**config.mk**
```make
export PLATFORM = sky130hd
export DESIGN_NAME = clk_div_bank
export DESIGN_NICKNAME = d
export VERILOG_FILES = /design/src/rtl/clk_div_pkg.sv /design/src/rtl/clk_div_ch.sv /design/src/rtl/clk_div_bank.sv
export SDC_FILE = /design/constraint.sdc
export NUM_CORES = 1
export LEC_CHECK = 0
export CORE_MARGIN = 1.5
export CORE_UTILIZATION = 58
export DETAILED_ROUTE_END_ITERATION = 12
export PLACE_DENSITY_LB_ADDON = 0.25
export SYNTH_ARGS = -nofsm -noshare
export SYNTH_HDL_FRONTEND = slang
export SYNTH_HIERARCHICAL = 1
export SYNTH_SLANG_ARGS = --single-unit
export TNS_END_PERCENT = 20
```
**constraint.sdc**
```tcl
create_clock -name clk -period 15.6 [get_ports clk]
set_clock_uncertainty 0.15 [all_clocks]
set_input_delay 2.34 -clock clk [delete_from_list [all_inputs] [get_ports clk]]
set_output_delay 2.34 -clock clk [all_outputs]
set_load 0.05 [all_outputs]
```
**src/rtl/clk_div_pkg.sv**
```systemverilog
// Shared constants and types for the clock divider bank.
package clk_div_pkg;

    localparam int CNT_W_DEF       = 16;
    localparam int NUM_CH_DEF      = 4;
    localparam int DEFAULT_DIV_DEF = 50;

    typedef logic [CNT_W_DEF-1:0] div_t;

endpackage

```
**src/rtl/clk_div_ch.sv**
```systemverilog
// One divider channel: period counter, active/pending divisor, registered
// divided clock and once-per-period tick strobe.
module clk_div_ch
    import clk_div_pkg::*;
#(
    parameter int CNT_W       = CNT_W_DEF,
    parameter int DEFAULT_DIV = DEFAULT_DIV_DEF
) (
    input  logic             clk,
    input  logic             rst_n,
    input  logic             en_i,
    input  logic             sync_i,
    input  logic             wr_i,
    input  logic [CNT_W-1:0] wr_div_i,
    output logic             clk_out_o,
    output logic             tick_o
);

    localparam logic [CNT_W-1:0] DIV_RST = CNT_W'(DEFAULT_DIV);
    localparam logic [CNT_W:0]   ONE     = (CNT_W+1)'(1);

    logic [CNT_W-1:0] div_q, div_d;
    logic [CNT_W-1:0] pdiv_q, pdiv_d;
    logic             pend_q, pend_d;
    logic [CNT_W-1:0] cnt_q, cnt_d;
    logic             clk_q, clk_d;
    logic             tick_q, tick_d;

    logic             pend_n;
    logic             wrap;
    logic             apply;
    logic [CNT_W:0]   half;

    always_comb begin
        pdiv_d = wr_i ? wr_div_i : pdiv_q;
        pend_n = wr_i | pend_q;
        wrap   = en_i && (cnt_q >= (div_q - 1'b1));
        // A new divisor only lands at a period boundary: wrap, idle or resync.
        apply  = !en_i || wrap || sync_i;
        div_d  = (apply && pend_n) ? pdiv_d : div_q;
        pend_d = pend_n && !apply;

        if (!en_i || sync_i || wrap) begin
            cnt_d = '0;
        end else begin
            cnt_d = cnt_q + 1'b1;
        end

        tick_d = wrap && !sync_i;
        // Rounding the half-period up makes odd divisors spend the extra cycle high.
        half   = ({1'b0, div_d} + ONE) >> 1;
        clk_d  = en_i && ({1'b0, cnt_d} < half);
    end

    always_ff @(posedge clk or negedge rst_n) begin
        if (!rst_n) begin
            div_q  <= DIV_RST;
            pdiv_q <= DIV_RST;
            pend_q <= 1'b0;
            cnt_q  <= '0;
            clk_q  <= 1'b0;
            tick_q <= 1'b0;
        end else begin
            div_q  <= div_d;
            pdiv_q <= pdiv_d;
            pend_q <= pend_d;
            cnt_q  <= cnt_d;
            clk_q  <= clk_d;
            tick_q <= tick_d;
        end
    end

    assign clk_out_o = clk_q;
    assign tick_o    = tick_q;

endmodule

```
**src/rtl/clk_div_bank.sv**
```systemverilog
// Bank of NUM_CH independent clock dividers with a shared divisor-write port.
// Optional macro CLK_DIV_SYNC_EN adds a 'sync' input that realigns all channels.
module clk_div_bank
    import clk_div_pkg::*;
#(
    parameter  int NUM_CH      = NUM_CH_DEF,
    parameter  int CNT_W       = CNT_W_DEF,
    parameter  int DEFAULT_DIV = DEFAULT_DIV_DEF,
    localparam int CH_W        = (NUM_CH > 1) ? $clog2(NUM_CH) : 1
) (
    input  logic              clk,
    input  logic              rst,
    input  logic [NUM_CH-1:0] en,
`ifdef CLK_DIV_SYNC_EN
    input  logic              sync,
`endif
    input  logic              cfg_valid,
    output logic              cfg_ready,
    input  logic [CH_W-1:0]   cfg_ch,
    input  logic [CNT_W-1:0]  cfg_div,
    output logic              cfg_err,
    output logic [NUM_CH-1:0] clk_out,
    output logic [NUM_CH-1:0] tick
);

    localparam logic [CH_W:0] NUM_CH_L = (CH_W+1)'(NUM_CH);

    logic              accept;
    logic              bad_wr;
    logic              cfg_err_q, cfg_err_d;
    logic              sync_int;
    logic [NUM_CH-1:0] wr;

    // Writes are accepted on every cycle outside reset; there is no backpressure.
    assign cfg_ready = rst;
    assign accept    = cfg_valid && cfg_ready;
    assign bad_wr    = (cfg_div == '0) || ({1'b0, cfg_ch} >= NUM_CH_L);
    assign cfg_err_d = accept && bad_wr;

`ifdef CLK_DIV_SYNC_EN
    assign sync_int = sync;
`else
    assign sync_int = 1'b0;
`endif

    always_ff @(posedge clk or negedge rst) begin
        if (!rst) begin
            cfg_err_q <= 1'b0;
        end else begin
            cfg_err_q <= cfg_err_d;
        end
    end

    assign cfg_err = cfg_err_q;

    for (genvar i = 0; i < NUM_CH; i++) begin : g_ch
        localparam logic [CH_W-1:0] IDX = CH_W'(i);

        assign wr[i] = accept && !bad_wr && (cfg_ch == IDX);

        clk_div_ch #(
            .CNT_W      (CNT_W),
            .DEFAULT_DIV(DEFAULT_DIV)
        ) u_ch (
            .clk      (clk),
            .rst_n    (rst),
            .en_i     (en[i]),
            .sync_i   (sync_int),
            .wr_i     (wr[i]),
            .wr_div_i (cfg_div),
            .clk_out_o(clk_out[i]),
            .tick_o   (tick[i])
        );
    end

endmodule

```
==> flow_summary.ini <==
[status]
status = finished, final reports clean

[clocking]
post_cts_buffers = 0
insertion_delay_ps = 520
hold_buffers = 0
clock-sinks = 205
cts_tree = built
clk_path_buf_depth = 3
clk_pin_slew_ps = 60
h-tree-depth = 1
postCtsResizedCells = 0
cts_buffers = 24
clock-root-buffer = clkbuf_16

[worst_setup_path]
end_kind = flip-flop
worstPathArrival_ps = 7930
crit_fanout = 31
worstSetupPathType = reg2reg
cp.required_ps = 15880
critPathLaunchType = flip-flop

[synthesis]
synth_compound_area_share_pct = 6.28
synthDominantCellAreaShare_pct = 29.7
syn_inst = 1531
synth.mux.area_fraction_pct = 13.1
synthAdderAreaFrac_pct = 11.2
synthSimpleGateAreaFrac_pct = 19.9
ys_types = 73
syn_avg_cell_area_um2 = 9.97
synth_ff_type = dfrtp_1
synth_xor_area_share_pct = 12.1
synth_top_family_by_area = simple AND/OR/NAND/NOR gates
syn_area_mm2 = 0.0153
yosysSeqAreaShare_pct = 33.8
synth_edf_count = 0
ys_seq_elements = 205
synth_area_leaders = dfrtp_1 30%, ha_1 11%, xnor2_1 8.0%
ys_async_sr_fraction_pct = 100
synth_warnings = 6
synth.largest_area_cell = dfrtp_1

[drt]
drc = 0
drt-pass1-iter-count = 5
dr_total_vias = 11200
vias_per_cell = 5.94
wl_per_cell_um = 17.9
routed_wirelength_um = 33800
antenna_left = 0
drtIter0Drc = 748

[sta]
setup-tns-final_ps = 0
relSlewSlack_pct = 43.2
slew_viol_final = 0
min_period_ps = 7650
tightest_slew_ps = 845
clock.fmax_mhz = 131
finalHoldViolations = 0
setup_viol = 0
fin_crit_sh_pct = 49.0
rsz0062_at_grt = no

[global_routing]
gr-total-overflow = 0
antenna_found_initial = 0
track_usage_pct = 25.3
grt_first_pass_wirelength_um = 55500
grt_pass1_vias = 11100
grt_max_degree = 99

[placed_design]
port_buffers = 34
dp_hpwl_um = 25100
globalplace.congestion = 0.922

[floorplanning]
rows = 59
die_y_um = 165
core_area_mm2 = 0.0259
die-area_mm2 = 0.0273
io_pins = 35
initial_core_util_pct = 58.9
dieWidth_um = 165

[worst_hold_path]
min_path_type = reg2reg

[final_layout]
layout_common_cells = 181 x dfrtp_1, 140 x xnor2_1, 136 x ha_1, 131 x nor2_1, 104 x mux2_2
antenna_cells = 0
area_growth_pct = 9.23
layout-drive-gt1-share_pct = 15.6
finalNetCount = 1701
final_common_cell = dfrtp_1
final_util_pct = 64.3

[job]
max-cap-violations = 0

[power]
p_leak_nw = 7.45
ir_drop_uv = 112
power_density_mw_per_mm2 = 134
[state kept, by name (all words and copies together), names as in the netlist]
signal               flops
cfg_err                  1
g_ch.u_ch/clk_out_o      4
g_ch.u_ch/cnt_q         64
g_ch.u_ch/div_q         64
g_ch.u_ch/pdiv_q        64
g_ch.u_ch/pend_q         4
g_ch.u_ch/tick_o         4
[synthesized netlist by cell type (all sizes together) (6+ instances only)]
master and instances:
a21o 16, a21oi 40, and3 33, and3b 10, and4 11, buf 42, clkbuf 24, dfrtp 181
dfstp 24, ha 136, inv 47, mux2 121, mux2i 58, nand2 101, nand2b 9, nand3 73
nand4 52, nor2 131, nor2b 26, nor3 46, nor4 20, o211a 10, o211ai 12, o21ai 22
or3 11, or4 6, xnor2 140, xor2 70
[layer usage]
metal	GRT usage [%]	part of all wire (%)
met2	44.2	49
met1	33.4	45
met3	3.52	3.9
met4	5.12	1.6
met5	0	0
[cell families (layout without fill, tap and decap cells)]
logic type / Yosys count / in the layout
and+or+nand+nor: 550 / 550
xor gates and xnor gates: 210 / 210
DFF: 205 / 205
muxes: 179 / 179
AOI/OAI and AO/OA: 137 / 137
adders and majority gates: 136 / 136
buffers and inverters: 113 / 133
other: 1 / 8
[power breakdown]
| group | total [mW] | switching [mW] | leakage, nW | internal [mW] |
|---|---|---|---|---|
| logic | 0.775 | 0.395 | 4.43 | 0.381 |
| registers | 0.821 | 0.171 | 2.58 | 0.651 |
| clock network | 0.644 | 0.226 | 0.436 | 0.418 |
| total | 2.24 | 0.791 | 7.45 | 1.45 |
[final cells by class]
type	instances	area, um2
clock buffers	32	672
clock inverters	12	243
fillers	2090	9240
inverters	47	176
multi-input cells	1220	9590
flip-flops and latches	205	5160
well taps	335	419
repair buffers	42	405
[metrics by stage]
step	power (mW)	area, um2	cells	hold slack (ps)	setup WS [ps]
3_5_place_dp	1.60	15800	1849	374	7610
4_1_cts	2.26	16700	1893	387	8030
6_report	2.24	16700	1893	382	7950
5_1_grt	2.39	16700	1893	404	7490
3_3_place_gp	1.57	15800	1849	368	7780
2_1_floorplan	1.42	15300	1538	336	8750
[worst max-delay path, cell delays in order, from the launching register on]
cell	delay [ps]
dfrtp_1	480
or4_4	580
nor3_4	150
nor3b_4	300
nand2b_2	140
nor4_4	150
xnor2_1	180
ha_1	290
a21oi_1	150
o21ai_0	110
nor4_2	520
nand4_2	560
nand2_2	830
mux2_2	310
ha_1	230
o21ai_0	200
nor2_1	280
nand3_1	160
nand3b_1	180
mux2_1	300
ha_1	310
nand4_1	120
or3_1	140
nor2_1	50
a2111oi_0	380
o31ai_1	140
nor3_1	150
[final timing paths]
kind	from	endpoint	slack, ps	depth (start not counted)
min in group asynchronous	rst	g_ch[0].u_ch/cnt_q[10]	1630	1
hold reg to reg	g_ch[2].u_ch/pdiv_q[0]	g_ch[2].u_ch/pdiv_q[0]	380	1
max in group asynchronous	rst	g_ch[1].u_ch/cnt_q[10]	11750	3
setup / recovery	g_ch[0].u_ch/div_q[3]	g_ch[0].u_ch/clk_out_o	7950	26
setup reg to reg	g_ch[0].u_ch/div_q[3]	g_ch[0].u_ch/clk_out_o	7950	26
hold / removal	g_ch[2].u_ch/pdiv_q[0]	g_ch[2].u_ch/pdiv_q[0]	380	1
Power figures use the tool's default switching activity.
